<file path="config.mk">
export PLATFORM = sky130hd
export DESIGN_NAME = cla_seq_32b
export DESIGN_NICKNAME = d
export VERILOG_FILES = /design/src/rtl/cla_seq_32b.sv
export SDC_FILE = /design/constraint.sdc
export NUM_CORES = 1
export LEC_CHECK = 0
export ABC_AREA = 1
export BUFFER_PORTS_ARGS = -buffer_cell sky130_fd_sc_hd__clkbuf_2
export CAP_MARGIN = 20
export CORE_ASPECT_RATIO = 0.8
export CORE_UTILIZATION = 40
export DETAILED_ROUTE_END_ITERATION = 7
export GPL_ROUTABILITY_DRIVEN = 0
export GPL_TIMING_DRIVEN = 0
export PLACE_DENSITY = 0.72
export SETUP_SLACK_MARGIN = 0.1
export SYNTH_ARGS = -nofsm -noshare
export SYNTH_HDL_FRONTEND = slang
export SYNTH_SLANG_ARGS = --single-unit
</file>
<file path="constraint.sdc">
create_clock -name clock -period 5.3 [get_ports clock]
set_input_delay 0.265 -clock clock [delete_from_list [all_inputs] [get_ports clock]]
set_output_delay 0.265 -clock clock [all_outputs]
set_load 0.005 [all_outputs]
</file>
<file path="src/rtl/cla_seq_32b.sv">
// cla_seq_32b: byte-serial 32-bit add/subtract built around one shared cla_8b slice.
// Latency: start sampled at E0, bytes 0..3 on E1..E4, data_resultRDY pulses in the cycle after E4.
// Backpressure: none; ctrl_start is accepted only in IDLE/DONE and is dropped (not queued) while busy.
//
// Ports:
//   clock, reset                  single rising-edge clock, synchronous active-high reset
//   ctrl_start, ctrl_sub          request and operation select (0 = A+B, 1 = A-B)
//   data_operandA/B               32-bit operands, latched with ctrl_start
//   data_result, carry_out,       registered result and flags, held until the next
//   overflow, isNotEqual,         completion or reset
//   isLessThan
//   busy, data_resultRDY          busy while bytes are processed; one-cycle completion pulse
//
// Configuration macro: CLA_SEQ_CMP_EN. When defined, isNotEqual/isLessThan report the
// compare result of a subtraction; when undefined both are tied to 0 with no compare logic.

module cla_8b (
    input  logic [7:0] a,
    input  logic [7:0] b,
    input  logic       c_in,
    output logic [7:0] out,
    output logic       G0,
    output logic       P0,
    output logic       c_msb
);
    logic [7:0] w_g;
    logic [7:0] w_p;
    logic [7:0] w_c;
    logic       w_grp_g;

    assign w_g = a & b;
    assign w_p = a ^ b;

    // Per-bit carries and the group generate/propagate; written as a prefix chain,
    // synthesis is free to flatten it into a lookahead tree.
    always_comb begin
        w_c     = '0;
        w_grp_g = 1'b0;
        w_c[0]  = c_in;
        for (int i = 0; i < 7; i++) begin
            w_c[i+1] = w_g[i] | (w_p[i] & w_c[i]);
        end
        for (int i = 0; i < 8; i++) begin
            w_grp_g = w_g[i] | (w_p[i] & w_grp_g);
        end
    end

    assign out   = w_p ^ w_c;
    assign G0    = w_grp_g;
    assign P0    = &w_p;
    assign c_msb = w_c[7];
endmodule

module cla_seq_32b (
    input  logic        clock,
    input  logic        reset,
    input  logic        ctrl_start,
    input  logic        ctrl_sub,
    input  logic [31:0] data_operandA,
    input  logic [31:0] data_operandB,
    output logic [31:0] data_result,
    output logic        carry_out,
    output logic        overflow,
    output logic        isNotEqual,
    output logic        isLessThan,
    output logic        busy,
    output logic        data_resultRDY
);
    typedef enum logic [1:0] {
        S_IDLE = 2'd0,
        S_RUN  = 2'd1,
        S_DONE = 2'd2
    } state_t;

    state_t      r_state;
    logic [1:0]  r_k;
    logic        r_carry;
    logic [31:0] r_a;
    logic [31:0] r_b;          // already inverted for subtraction
    logic [23:0] r_acc;        // bytes 0..2; byte 3 goes straight to the result
    logic [31:0] r_result;
    logic        r_carry_out;
    logic        r_overflow;
    logic        r_busy;
    logic        r_rdy;

    logic [7:0]  w_a_byte;
    logic [7:0]  w_b_byte;
    logic [7:0]  w_out;
    logic        w_g0;
    logic        w_p0;
    logic        w_c_msb;
    logic        w_cout;
    logic        w_ovf;

    always_comb begin
        w_a_byte = r_a[7:0];
        w_b_byte = r_b[7:0];
        case (r_k)
            2'd0: begin w_a_byte = r_a[7:0];   w_b_byte = r_b[7:0];   end
            2'd1: begin w_a_byte = r_a[15:8];  w_b_byte = r_b[15:8];  end
            2'd2: begin w_a_byte = r_a[23:16]; w_b_byte = r_b[23:16]; end
            default: begin w_a_byte = r_a[31:24]; w_b_byte = r_b[31:24]; end
        endcase
    end

    cla_8b u_slice (
        .a     (w_a_byte),
        .b     (w_b_byte),
        .c_in  (r_carry),
        .out   (w_out),
        .G0    (w_g0),
        .P0    (w_p0),
        .c_msb (w_c_msb)
    );

    assign w_cout = w_g0 | (w_p0 & r_carry);
    // Signed overflow: carry into bit 31 differs from carry out of bit 31.
    assign w_ovf  = w_c_msb ^ w_cout;

`ifdef CLA_SEQ_CMP_EN
    logic r_sub;
    logic r_ne_acc;            // OR of result bytes produced so far
    logic r_is_ne;
    logic r_is_lt;
`endif

    always_ff @(posedge clock) begin
        if (reset) begin
            r_state     <= S_IDLE;
            r_k         <= 2'd0;
            r_carry     <= 1'b0;
            r_a         <= '0;
            r_b         <= '0;
            r_acc       <= '0;
            r_result    <= '0;
            r_carry_out <= 1'b0;
            r_overflow  <= 1'b0;
            r_busy      <= 1'b0;
            r_rdy       <= 1'b0;
`ifdef CLA_SEQ_CMP_EN
            r_sub       <= 1'b0;
            r_ne_acc    <= 1'b0;
            r_is_ne     <= 1'b0;
            r_is_lt     <= 1'b0;
`endif
        end else begin
            case (r_state)
                S_RUN: begin
                    r_carry <= w_cout;
                    r_k     <= r_k + 2'd1;
`ifdef CLA_SEQ_CMP_EN
                    r_ne_acc <= r_ne_acc | (|w_out);
`endif
                    case (r_k)
                        2'd0: r_acc[7:0]   <= w_out;
                        2'd1: r_acc[15:8]  <= w_out;
                        2'd2: r_acc[23:16] <= w_out;
                        default: begin
                            r_result    <= {w_out, r_acc};
                            r_carry_out <= w_cout;
                            r_overflow  <= w_ovf;
                            r_busy      <= 1'b0;
                            r_rdy       <= 1'b1;
                            r_state     <= S_DONE;
`ifdef CLA_SEQ_CMP_EN
                            r_is_ne <= r_sub & (r_ne_acc | (|w_out));
                            r_is_lt <= r_sub & (w_out[7] ^ w_ovf);
`endif
                        end
                    endcase
                end
                default: begin
                    // IDLE and DONE behave alike except DONE falls back to IDLE.
                    r_rdy <= 1'b0;
                    if (ctrl_start) begin
                        r_a     <= data_operandA;
                        r_b     <= ctrl_sub ? ~data_operandB : data_operandB;
                        r_carry <= ctrl_sub;
                        r_k     <= 2'd0;
                        r_busy  <= 1'b1;
                        r_state <= S_RUN;
`ifdef CLA_SEQ_CMP_EN
                        r_sub    <= ctrl_sub;
                        r_ne_acc <= 1'b0;
`endif
                    end else begin
                        r_state <= S_IDLE;
                    end
                end
            endcase
        end
    end

    assign data_result    = r_result;
    assign carry_out      = r_carry_out;
    assign overflow       = r_overflow;
    assign busy           = r_busy;
    assign data_resultRDY = r_rdy;
`ifdef CLA_SEQ_CMP_EN
    assign isNotEqual     = r_is_ne;
    assign isLessThan     = r_is_lt;
`else
    assign isNotEqual     = 1'b0;
    assign isLessThan     = 1'b0;
`endif
endmodule

</file>
==> flow_summary.json, run 1 <==
{
  "status": "finished clean",
  "io_buffer_count": 102,
  "p_per_area_nw_per_um2": 378,
  "first_iter_violations": 349,
  "dp_hpwl_mm": 11.3,
  "nets": 925,
  "vias": 5211,
  "drive_above_1_share_pct": 21.0,
  "insertion_delay_ns": 0.42,
  "synth_top_family_by_area": "compound AO/OA/AOI/OAI gates",
  "drcViolationCount": 0,
  "ys_seq_elements": 129,
  "fmax_mhz": 199,
  "synthXorXnorAreaFrac_pct": 5.09,
  "fin_setup_tns_ns": 0,
  "ys_seq_area_share_pct": 45.5,
  "end_kind": "flop",
  "grt_antenna_before_repair": 0,
  "p_leak_uw": 0.00298,
  "ys_types": 32,
  "n_antenna_cell": 0,
  "period_share_pct": 94.6,
  "io_pins": 106,
  "htree_levels": 4,
  "wl_per_cell_um": 15.3,
  "grt_max_degree": 17,
  "worstPathRequired_ns": 5.65,
  "die_h_um": 109,
  "finalWirelength_mm": 15.8,
  "report.final.slew_viol_count": 0,
  "synthToLayoutAreaGrowth_pct": 24.8,
  "relSlewSlack_pct": 57.7,
  "postCtsHoldBufs": 0,
  "fin_crit_ns": 5.01,
  "fp.dieW_um": 135,
  "clockRootBuffer": "clkbuf_16",
  "synthSimpleGateAreaFrac_pct": 18.0,
  "synth_edf_count": 0,
  "tightest_slew_ns": 0.635,
  "synth_top_area_cell": "dfxtp_1",
  "cts_buffers": 17,
  "core_um2": 13700,
  "async_flop_share_pct": 0,
  "final-setup-viol-count": 0,
  "fin_area_um2": 7090,
  "yosysTopAreaCellShare_pct": 45.5,
  "grt_overflow_total": 0,
  "detail-route-antenna-nets": 0,
  "synth_cells": 716,
  "critPathKind": "flop to flop",
  "postSynthAreaPerCell_um2": 7.93,
  "maxCapViolations": 0,
  "cp-start-kind": "flop",
  "placed_area_um2": 6420,
  "grt_pass1_wl_mm": 25.2,
  "detail_route.vias_per_cell": 5.05,
  "clock_sinks": 129,
  "first_pass_iters": 4,
  "muxShareOfSynthArea_pct": 0,
  "synth_compound_area_share_pct": 18.4,
  "ir_worst_vdd_uv": 238,
  "hold_class": "primary input to flop",
  "netlist_area_um2": 5680,
  "cp_max_fo": 9,
  "rsz0062_at_grt": "no",
  "die_area_um2": 14700,
  "crit_arrival_ns": 5.36,
  "grt_pass1_vias": 4845,
  "fin_worst_skew_ns": 0.00905,
  "synth_flop_cell": "dfxtp_1",
  "synthAdderAreaFrac_pct": 5.11,
  "cts.reportedPaths.clkPinSlew_ns": 0.06,
  "yosysWarnings": 0,
  "hold_violations": 0,
  "cts_tree": "done",
  "holdWs_ns": 0.0870,
  "synth_area_leaders": "dfxtp_1 (45%), a21oi_1 (8.6%), nand2_1 (6.3%)",
  "rows": 38,
  "initial_core_util_pct": 41.5,
  "clockBufferDepth": 2,
  "grt_usage_pct": 22.8
}
-- cells in the final DEF (no fill, tap or decap), types with 3 or more instances in the layout --
cell       count
inv_1         38
clkbuf_8       6
ha_1          12
a211oi_1      16
fa_1           7
xor2_1        24
xnor2_1        8
buf_2         17
nor2_1        87
o22ai_1        8
nand2_1       95
o21ai_0       55
clkbuf_2     104
bufinv_16      4
a31oi_1        8
dfxtp_1      129
nand3_1       58
buf_1          4
nand2_2        3
buf_4         15
a21oi_1       98
clkbuf_1      18
clkbuf_16     17
-- cell type report --
type	instances	area, um^2
Timing Repair Buffer	102	510
Tap cell	180	225
Fill cell	1363	6610
Multi-Input combinational cell	493	2660
Clock inverter	7	145
Clock buffer	25	515
Buffer	55	294
Sequential cell	129	2580
Inverter	40	150
-- critical path: stages, from the launching register on --
cell	delay, ns
dfxtp_1	0.38
inv_1	0.10
ha_1	0.20
buf_2	0.19
inv_1	0.25
o22ai_1	0.13
a211oi_1	0.20
a21oi_1	0.11
fa_1	0.41
fa_1	0.41
fa_1	0.39
fa_1	0.38
fa_1	0.38
fa_1	0.40
fa_1	0.45
xor2_2	0.29
nand3_1	0.11
a21oi_1	0.16
-- sequential cells by signal, indices dropped and copies added, names as in the netlist --
name            count
r_k                 2
data_result        32
r_state             2
r_a                32
busy                1
carry_out           1
r_b                32
overflow            1
data_resultRDY      1
r_acc              24
r_carry             1
-- Yosys cell counts (2+ instances only) --
library cell,n
o21ai_1,2
xnor2_1,8
nand2_1,95
a21oi_1,98
xor2_1,25
nor2_2,2
o21ai_0,55
nor2_1,87
buf_1,4
nand3_1,58
dfxtp_1,129
inv_2,2
a211oi_1,16
clkbuf_2,2
nand2_2,3
fa_1,7
clkbuf_1,16
inv_1,38
ha_1,12
buf_2,17
buf_4,15
a31oi_1,8
o22ai_1,8
-- metrics by stage --
step	std cells	power, uW	util, %	setup WS [ns]
global placement	999	1390	46.9	0.326
global route	1031	2780	51.8	0.143
CTS	1031	2670	51.7	0.275
finish	1031	2680	51.8	0.285
detailed placement	999	1400	46.9	0.310
floorplan	717	1280	-	0.848
-- cell families (layout without fill, tap and decap cells) --
family / after synthesis / count (layout)
flops: 129 / 129
other cells: 1 / 2
xor+xnor: 33 / 33
compound gates: 192 / 192
buf+inv: 95 / 229
simple gates: 247 / 247
fa+ha+maj: 19 / 19
-- where the power goes --
part	internal, uW	switching (uW)
logic	124	221
clock network	864	423
registers	1020	22.9
-- per-layer routing --
metal  routed length (um)  track usage, %  vias up  share of wire [%]
met3                 1290            5.95       20                8.2
met5                    0               0        -                  0
met1                 7570            32.0     2391                 48
met2                 6710            33.9      178                 43
li1                     -               -     2622                  -
met4                  198            6.82        0                1.3
-- path summary, 6_finish.rpt --
check | slack (ns) | startpoint | cells past startpoint | endpoint
worst max register to register | 0.29 | r_k[0]$_SDFFE_PP0P_ | 17 | r_acc[23]$_SDFFE_PP0P_
worst max-delay path | 0.29 | r_k[0]$_SDFFE_PP0P_ | 17 | r_acc[23]$_SDFFE_PP0P_
worst min-delay path | 0.09 | data_operandA[22] | 3 | r_a[22]$_SDFFE_PP0P_
worst min register to register | 0.45 | r_b[11]$_SDFFE_PP0P_ | 2 | r_b[11]$_SDFFE_PP0P_
-- what timing repair did --
item / CTS / global route
setup endpoints to repair: 0 / 4
hold endpoints to repair: 0 / 0
setup buffers: 0 / 0
gates resized for setup: 0 / 1
(Power assumes the default switching activity.)
==> run 2, diff against run 1 <==
--- a/config.mk
+++ b/config.mk
@@ -10,6 +10,7 @@
 export CAP_MARGIN = 20
 export CORE_ASPECT_RATIO = 0.8
 export CORE_UTILIZATION = 40
+export CTS_BUF_LIST = sky130_fd_sc_hd__clkbuf_16
 export DETAILED_ROUTE_END_ITERATION = 7
 export GPL_ROUTABILITY_DRIVEN = 0
 export GPL_TIMING_DRIVEN = 0
@@ -18,3 +19,4 @@
 export SYNTH_ARGS = -nofsm -noshare
 export SYNTH_HDL_FRONTEND = slang
 export SYNTH_SLANG_ARGS = --single-unit
+export TNS_END_PERCENT = 100
==> run 2 against run 1 <==
  * Count of clock-buffer cells in the layout decreased by 8
  * Worst setup slack got worse by 0.018 ns
  * Sequential power barely moved
  * Clock skew increased by 0.0022 ns
  * Utilization decreased by 0.44 points
  * Non-clock buffer count did not move
  * Power fell by 3.5%
  * Via count grew 0.25%
  * Flip-flop and latch count unchanged
  * Register-to-register slack lost 0.02 ns
  * Design area shrank 0.85%
  * Critical path type unchanged
  * Critical endpoint unchanged
  * Largest cell class unchanged
==> flow_summary.json, run 2 (synthesis results as in run 1) <==
{
  "status": "finished clean",
  "hold_class": "primary input to flop",
  "mostFrequentLayoutCells": "dfxtp_1 (129), clkbuf_2 (104), a21oi_1 (98), nand2_1 (95), nor2_1 (87)",
  "drcViolationCount": 0,
  "fin_area_um2": 7030,
  "seqCellArea_um2": 2580,
  "dp_hpwl_mm": 11.3,
  "power_switching_uw": 665,
  "detail_route.vias_per_cell": 5.07,
  "cpMostUsedCell": "fa_1",
  "combinationalPowerShare_pct": 13.4,
  "n_antenna_cell": 0,
  "crit_arrival_ns": 5.38,
  "worstPathRequired_ns": 5.65,
  "grt_overflow_total": 0,
  "seqPwrFrac_pct": 40.4,
  "end_kind": "flop",
  "ff2ff_path_depth": 17,
  "tightest_slew_ns": 0.628,
  "grt_antenna_before_repair": 0,
  "pwr-share-clk_pct": 46.1,
  "p_leak_uw": 0.00296,
  "first_pass_iters": 5,
  "clockBufferDepth": 2,
  "holdPathStages": 3,
  "p_sw_share_pct": 25.7,
  "crit_chain": "inv_1 -> ha_1 -> buf_2 -> inv_1 -> o22ai_1 -> a211oi_1 -> a21oi_1 -> fa_1 -> fa_1 -> fa_1 -> fa_1 -> fa_1 -> fa_1 -> fa_1 -> xor2_2 -> nand3_1 -> a21oi_1",
  "cts_buffers": 17,
  "cp-start-kind": "flop",
  "maxCapViolations": 0,
  "slowest_delay_ns": 0.45,
  "report.final.slew_viol_count": 0,
  "fp.dieW_um": 135,
  "internal-power_uw": 1920,
  "clockRootBuffer": "clkbuf_16",
  "hold_violations": 0,
  "finalWirelength_mm": 15.8,
  "drive_above_1_share_pct": 20.3,
  "io_buffer_count": 102,
  "die_h_um": 109,
  "fmax_mhz": 199,
  "initial_core_util_pct": 41.5,
  "grt_max_degree": 17,
  "synthToLayoutAreaGrowth_pct": 23.7,
  "critPathKind": "flop to flop",
  "detail-route-antenna-nets": 0,
  "rsz0062_at_grt": "no",
  "cp_max_fo": 9,
  "fin_setup_tns_ns": 0,
  "fill_cells": 1370,
  "grt_pass1_wl_mm": 25.1,
  "die_area_um2": 14700,
  "rows": 38,
  "crit_path_top_delay_cell": "fa_1",
  "io_pins": 106,
  "fin_worst_skew_ns": 0.0113,
  "first_iter_violations": 374,
  "vias": 5224,
  "final_common_cell": "dfxtp_1",
  "wl_per_cell_um": 15.4,
  "ir_worst_vdd_uv": 237,
  "core_um2": 13700,
  "cts_tree": "done",
  "p_per_area_nw_per_um2": 368,
  "placed_area_um2": 6420,
  "insertion_delay_ns": 0.42,
  "clock_sinks": 129,
  "grt_usage_pct": 22.7,
  "relSlewSlack_pct": 58.2,
  "grt_pass1_vias": 4855,
  "final-setup-viol-count": 0,
  "nets": 925,
  "fin_util_pct": 51.3,
  "period_share_pct": 95.0,
  "fin_crit_ns": 5.03,
  "htree_levels": 4,
  "cts.reportedPaths.clkPinSlew_ns": 0.06,
  "multi_input_area_um2": 2660
}
## run 2: changes by cell type in the layout (fill, tap and decap cells not counted), sizes merged
| cell | delta |
|---|---|
| inv | +2 |
| clkbuf | -8 |
| clkinv | +6 |
## run 2: layout make-up
| class | count | area share [%] |
|---|---|---|
| inverter | 40 | 2.14 |
| sequential | 129 | 36.8 |
| timing repair buffer | 102 | 7.26 |
| tap | 180 | 3.21 |
| multi-input combinational | 493 | 37.9 |
| buffer | 55 | 4.18 |
| clock buffer | 17 | 6.05 |
| clock inverter | 15 | 2.49 |
## run 2: what timing repair did
item	CTS	global route
setup buffers	0	0
endpoints found under the setup margin	0	4
gates resized for setup	0	1
hold buffers	0	0
## run 2: worst max-delay path: cells and delay by family, from the launching register on
| family | cells | cell delay (ns) |
|---|---|---|
| xor gates and xnor gates | 1 | 0.30 |
| DFF | 1 | 0.38 |
| AOI/OAI and AO/OA | 4 | 0.60 |
| and+or+nand+nor | 1 | 0.11 |
| adders and majority gates | 8 | 3.03 |
| buffers and inverters | 3 | 0.53 |
## run 2: through the flow
| stage | std cells | setup WS (ns) | hold slack [ns] | total power (uW) |
|---|---|---|---|---|
| floorplan | 717 | 0.848 | 0.350 | 1280 |
| global placement | 999 | 0.326 | 0.440 | 1390 |
| detailed placement | 999 | 0.310 | 0.443 | 1400 |
| CTS | 1031 | 0.275 | 0.0859 | 2580 |
| global route | 1031 | 0.144 | 0.102 | 2680 |
| finish | 1031 | 0.267 | 0.0854 | 2580 |
## run 2: per-layer routing
layer | vias up | wire, um | track usage [%]
met5 | - | 0 | 0
met4 | 0 | 148 | 6.18
met3 | 15 | 1140 | 6.24
met2 | 159 | 6780 | 34.0
met1 | 2431 | 7770 | 31.8
li1 | 2619 | - | -
## run 2: power by group through the flow
stage	Combinational (uW)	Sequential, uW	Clock, uW
after floorplan	221	1060	0
after global placement	330	1060	0
after detailed placement	333	1060	0
after CTS	338	1040	1200
after global routing	384	1050	1250
final	348	1040	1190
## run 2: worst paths after layout
| path | from | to | slack, ns |
|---|---|---|---|
| setup / recovery | r_k[0]$_SDFFE_PP0P_ | r_acc[23]$_SDFFE_PP0P_ | 0.27 |
| hold / removal | data_operandA[22] | r_a[22]$_SDFFE_PP0P_ | 0.09 |
| setup reg to reg | r_k[0]$_SDFFE_PP0P_ | r_acc[23]$_SDFFE_PP0P_ | 0.27 |
| hold reg to reg | r_b[11]$_SDFFE_PP0P_ | r_b[11]$_SDFFE_PP0P_ | 0.45 |
